--- src/rtl/uart_rx_sin_if.sv ---
// Core-side byte interface of the UART receiver: holding register plus status pulses.
interface uart_rx_sin_if;
    logic [7:0] rx_data;
    logic       rx_valid;
    logic       rx_ready;
    logic       frame_err;
    logic       overrun_err;
    logic       rx_busy;

    // Receiver side drives the byte and status, core drives the accept strobe.
    modport master (
        output rx_data,
        output rx_valid,
        output frame_err,
        output overrun_err,
        output rx_busy,
        input  rx_ready
    );

    modport slave (
        input  rx_data,
        input  rx_valid,
        input  frame_err,
        input  overrun_err,
        input  rx_busy,
        output rx_ready
    );
endinterface

--- src/rtl/uart_rx_sin.sv ---
// 8N1 UART receiver for the uart_sin pad: 2-flop synchroniser, falling-edge start detect,
// mid-bit sampling and a one-entry holding register with valid/ready handshake.
module uart_rx_sin #(
    parameter int unsigned CLK_DIV = 434
) (
    input  logic          clk,
    input  logic          rst_n,
    input  logic          uart_sin,
    uart_rx_sin_if.master rx
);

    localparam int unsigned CntW = $clog2(CLK_DIV);
    // The counter runs down to zero, so it is loaded with the interval minus one; this keeps
    // CLK_DIV-1 representable in $clog2(CLK_DIV) bits.
    localparam logic [CntW-1:0] HalfLoad = CntW'(CLK_DIV / 2 - 1);
    localparam logic [CntW-1:0] BitLoad  = CntW'(CLK_DIV - 1);

    typedef enum logic [1:0] {StIdle, StStart, StData, StStop} state_e;

    state_e          state_q, state_d;
    logic            sync1_q, sync1_d;
    logic            sync2_q, sync2_d;
    logic            prev_q, prev_d;
    logic [CntW-1:0] cnt_q, cnt_d;
    logic [2:0]      bit_idx_q, bit_idx_d;
    logic [7:0]      shift_q, shift_d;
    logic [7:0]      rx_data_q, rx_data_d;
    logic            rx_valid_q, rx_valid_d;
    logic            frame_err_q, frame_err_d;
    logic            overrun_err_q, overrun_err_d;
    logic            cnt_done;

    assign cnt_done = (cnt_q == '0);

    // Next-state logic: synchroniser shift, frame FSM, holding register and error pulses.
    always_comb begin
        sync1_d       = uart_sin;
        sync2_d       = sync1_q;
        prev_d        = sync2_q;
        state_d       = state_q;
        cnt_d         = cnt_q;
        bit_idx_d     = bit_idx_q;
        shift_d       = shift_q;
        rx_data_d     = rx_data_q;
        rx_valid_d    = rx_valid_q;
        frame_err_d   = 1'b0;
        overrun_err_d = 1'b0;

        if (rx_valid_q && rx.rx_ready) begin
            rx_valid_d = 1'b0;
        end

        unique case (state_q)
            StIdle: begin
                if (!sync2_q && prev_q) begin
                    cnt_d   = HalfLoad;
                    state_d = StStart;
                end
            end
            StStart: begin
                if (cnt_done) begin
                    if (sync2_q) begin
                        // Line already back high at mid start bit: treat as a glitch.
                        state_d = StIdle;
                    end else begin
                        cnt_d     = BitLoad;
                        bit_idx_d = 3'd0;
                        state_d   = StData;
                    end
                end else begin
                    cnt_d = cnt_q - 1'b1;
                end
            end
            StData: begin
                if (cnt_done) begin
                    shift_d = {sync2_q, shift_q[7:1]};
                    cnt_d   = BitLoad;
                    if (bit_idx_q == 3'd7) begin
                        state_d = StStop;
                    end else begin
                        bit_idx_d = bit_idx_q + 3'd1;
                    end
                end else begin
                    cnt_d = cnt_q - 1'b1;
                end
            end
            StStop: begin
                if (cnt_done) begin
                    state_d = StIdle;
                    if (!sync2_q) begin
                        frame_err_d = 1'b1;
                    end else if (!rx_valid_q || rx.rx_ready) begin
                        // A consume in the same cycle frees the slot, so the new byte wins.
                        rx_data_d  = shift_q;
                        rx_valid_d = 1'b1;
                    end else begin
                        overrun_err_d = 1'b1;
                    end
                end else begin
                    cnt_d = cnt_q - 1'b1;
                end
            end
            default: state_d = StIdle;
        endcase
    end

    // State registers; synchroniser resets to the idle (high) line level.
    always_ff @(posedge clk or negedge rst_n) begin
        if (!rst_n) begin
            state_q       <= StIdle;
            sync1_q       <= 1'b1;
            sync2_q       <= 1'b1;
            prev_q        <= 1'b1;
            cnt_q         <= '0;
            bit_idx_q     <= 3'd0;
            shift_q       <= 8'h00;
            rx_data_q     <= 8'h00;
            rx_valid_q    <= 1'b0;
            frame_err_q   <= 1'b0;
            overrun_err_q <= 1'b0;
        end else begin
            state_q       <= state_d;
            sync1_q       <= sync1_d;
            sync2_q       <= sync2_d;
            prev_q        <= prev_d;
            cnt_q         <= cnt_d;
            bit_idx_q     <= bit_idx_d;
            shift_q       <= shift_d;
            rx_data_q     <= rx_data_d;
            rx_valid_q    <= rx_valid_d;
            frame_err_q   <= frame_err_d;
            overrun_err_q <= overrun_err_d;
        end
    end

    assign rx.rx_data     = rx_data_q;
    assign rx.rx_valid    = rx_valid_q;
    assign rx.frame_err   = frame_err_q;
    assign rx.overrun_err = overrun_err_q;
    assign rx.rx_busy     = (state_q != StIdle);

endmodule
--- src/flat_wrapper.sv ---
// flat-port wrapper written by rule: the top's interface ports become plain ports
module uart_rx_sin_flat 
#(
    parameter int unsigned CLK_DIV = 434
)
  (clk, rst_n, uart_sin, rx_rx_data, rx_rx_valid, rx_frame_err, rx_overrun_err, rx_rx_busy, rx_rx_ready);
  uart_rx_sin_if rx_i ();
  input  logic clk;
  input  logic rst_n;
  input  logic uart_sin;
  output wire logic [$bits(rx_i.rx_data)-1:0] rx_rx_data;
  output wire logic [$bits(rx_i.rx_valid)-1:0] rx_rx_valid;
  output wire logic [$bits(rx_i.frame_err)-1:0] rx_frame_err;
  output wire logic [$bits(rx_i.overrun_err)-1:0] rx_overrun_err;
  output wire logic [$bits(rx_i.rx_busy)-1:0] rx_rx_busy;
  input wire logic [$bits(rx_i.rx_ready)-1:0] rx_rx_ready;
  assign rx_rx_data = rx_i.rx_data;
  assign rx_rx_valid = rx_i.rx_valid;
  assign rx_frame_err = rx_i.frame_err;
  assign rx_overrun_err = rx_i.overrun_err;
  assign rx_rx_busy = rx_i.rx_busy;
  assign rx_i.rx_ready = rx_rx_ready;
  uart_rx_sin #(.CLK_DIV(CLK_DIV)) u_core (.clk(clk), .rst_n(rst_n), .uart_sin(uart_sin), .rx(rx_i));
endmodule
--- config.mk ---
export PLATFORM = sky130hd
export DESIGN_NAME = uart_rx_sin_flat
export DESIGN_NICKNAME = d
export VERILOG_FILES = /design/src/rtl/uart_rx_sin_if.sv /design/src/rtl/uart_rx_sin.sv /design/src/flat_wrapper.sv
export SDC_FILE = /design/constraint.sdc
export NUM_CORES = 1
export LEC_CHECK = 0
export ABC_AREA = 1
export CORE_UTILIZATION = 56
export CTS_CLUSTER_SIZE = 24
export DETAILED_ROUTE_END_ITERATION = 6
export PLACE_DENSITY = 0.78
export SLEW_MARGIN = 25
export SYNTH_ARGS = -nofsm -noshare
export SYNTH_HDL_FRONTEND = slang
export SYNTH_SLANG_ARGS = --single-unit
export TNS_END_PERCENT = 50
--- constraint.sdc ---
create_clock -name clk -period 1.8 [get_ports clk]
set_input_delay 0.18 -clock clk [delete_from_list [all_inputs] [get_ports clk]]
set_output_delay 0.18 -clock clk [all_outputs]
set_load 0.05 [all_outputs]
==> results.tsv <==
metric	value	unit
Setup Skew	0.00753	ns
most common cell after layout, fill and taps aside	nand2_1	
# DRC	0	
multi-input combinational cell area	812	um^2
Root Driver	clkbuf_4	
Logic pwr share	44.7	%
top cell type's share of synthesized area	44.7	%
die area	3530	um^2
Slew Viols, Final	0	
layout cells sized above 1	16.9	%
CP Max Fanout	2	
antenna violations before repair	0	
core outline area	3080	um^2
adder-cell share of the synthesized area	5.42	%
clock transition at the registers of the reported paths	0.11	ns
Hold Vio Cnt, Final	0	
vias in the first global route	1227	
# IOs	16	
XOR/XNOR Fraction of Synth Area	1.42	%
filler instances	250	
Async S/R FF share, synth	100	%
htree depth	2	
final setup fails	0	
final wirelength	3370	um
crit path buf inv count	1	
Netlist cell types	27	
Routability Congestion	0.913	
worst-skew pair later-pin latency	0.35	ns
final period utilization	94.9	%
largest family of logic cells by synthesized area	simple AND/OR/NAND/NOR gates	
reg2reg end	u_core.shift_q[0]	
CP startpoint kind	register	
TritonCTS Buffers	5	
DR vias	1409	
Die Span Y	59.4	um
syn_area_per_cell	8.54	um^2
Synth Warn #	0	
Leakage	0.00105	uW
CTS Buffer Depth	2	
final net count	253	
synthesized area	1850	um^2
CP Class	register to output port	
CP max-delay cell	clkdlybuf4s50_1	
Synthesized Nets	228	
Avg Vias per Cell	4.93	
RSZ-0062 raised after global routing	false	
Synth Register Bits	36	
maximum VDD drop	0.000791	V
Sw Share	42.5	%
wire per inst	11.8	um
First-pass DRT Iterations	4	
most frequent cells in the layout	nand2_1 (58), dfrtp_1 (33), inv_1 (30), nor2_1 (16), nand3_1 (15)	
internal power	1500	uW
Sequential Area	905	um^2
number of DRC markers in iteration 0	62	
WP data arrival	1.53	ns
Worst Hold Class	input pin to register	
first-pass GRT wire length	5290	um
largest net degree at the start of global routing	37	
R2R depth	9	
NetSw	1110	uW
Synth Area in Simple Gates	25.2	%
most frequently used flop master after synthesis	dfrtp_1	
flop2flop setup slack	0.19	ns
Compound-Gate Fraction of Synth Area	10.1	%
pwr/cell area	1210	nW/um^2
WP data required	1.62	ns
Worst Hold Launch	uart_sin	
CTS Sinks	36	
CTS tree	built	
Detail Route Antenna Nets	0	
critical path, cell by cell	clkdlybuf4s50_1	
Layout area overhead	17.4	%
Starting Density	60.0	%
Crit. Startpoint	u_core.rx.rx_valid	
Hold EP	u_core.sync1_q	
gr usage total	21.0	%
CP delay by family, top	buffers and inverters	
post-synthesis instance total	216	
final setup TNS	0	ns
max_cap viols	0	
slew margin rel.	49.5	%
proportion of synthesized area in mux cells	0	%
sequential cell area fraction in the yosys report	49.0	%
I/O Buffers	15	
n_diodes	0	
Slew @ Worst Pin	0.758	ns
hold path cells	1	
Tmin final	1.71	ns
register share of total power	39.2	%
Worst setup EP type	output port	
worst r2r src	u_core.cnt_q[0]	
ranking of synthesized cells by area	dfrtp_1 (45%), nand2_1 (12%), inv_1 (6.1%)	
hpwl dp	2340	um
fin util	70.4	%
Peak Freq	585	MHz
Die Wd	59.4	um
number of flops mapped to enable cells by yosys	0	
# rows	20	
Clock Power Share	16.1	%
status	finished clean	
CP peak stage delay	0.81	ns
GRT overflow	0	
top cell type by total area after synthesis	dfrtp_1	
==> final cells by class <==
type                            count  share of cell area (%)
Inverter                           35                    6.18
Timing Repair Buffer               20                    9.58
Multi-Input combinational cell    143                    37.5
Clock inverter                      1                   0.404
Tap cell                           44                    2.54
Sequential cell                    36                    41.7
Clock buffer                        7                    2.08
==> stage by stage <==
stage	total power [uW]	instance area (um^2)	std cells	hold WS, ns	setup WS [ns]
3_5_place_dp	2170	2060	275	0.298	0.0690
3_3_place_gp	2140	2060	275	0.308	0.129
6_report	2610	2170	286	0.227	0.0910
2_1_floorplan	1870	1850	216	-0.116	0.224
4_1_cts	2600	2120	284	0.209	0.0556
5_1_grt	2810	2170	286	0.219	0.0170
==> worst max path at each step <==
stage	end	slack (ns)	cells past startpoint
2_1_floorplan	u_core.rx.rx_data[5]	0.22	10
3_3_place_gp	u_core.rx.rx_data[6]	0.13	9
3_5_place_dp	u_core.rx.rx_data[2]	0.07	9
4_1_cts	u_core.rx.rx_data[2]	0.06	9
5_1_grt	u_core.rx.rx_data[7]	0.02	10
6_report	rx_rx_valid	0.09	1
==> what timing repair did <==
| action | CTS | global route |
|---|---|---|
| hold buffers | 1 | 0 |
| buffers inserted | 0 | 1 |
| hold endpoints to repair | 33 | 0 |
| setup endpoints to repair | 0 | 13 |
| gates resized for setup | 0 | 4 |
==> cell families after synthesis <==
family                     Yosys count
xor gates and xnor gates             3
buffers and inverters               38
DFF                                 36
AOI/OAI and AO/OA                   29
and+or+nand+nor                    102
adders and majority gates            8
==> registers in the layout, summed over array words and instances (netlist names), 3 cells and up, named ones only <==
name / count
u_core.bit_idx_q: 3
u_core.cnt_q: 9
u_core.shift_q: 8
u_core.rx.rx_data: 8
==> cell usage after synthesis, types with 3 or more instances <==
master   count
a21oi_1      5
dfrtp_1     33
dfstp_2      3
ha_1         8
inv_1       30
inv_2        4
nand2_1     58
nand3_1     15
nor2_1      16
nor2_2       4
o21ai_0     12
o21ai_2     10
==> power groups by stage <==
stage	clock network, uW	logic (uW)	registers (uW)
after global routing	463	1300	1040
after CTS	436	1150	1020
after detailed placement	0	1130	1040
after global placement	0	1110	1040
after floorplan	0	867	1010
final	420	1170	1020
==> per-layer routing <==
layer  wire length (um)  up-vias  track usage (%)
met3                112        9             5.90
met4                 76        0             11.9
met1               1600      648             26.8
li1                   -      729                -
met2               1580       23             32.1
met5                  0        -                0
Note: power is estimated with default switching activity, not from simulation.
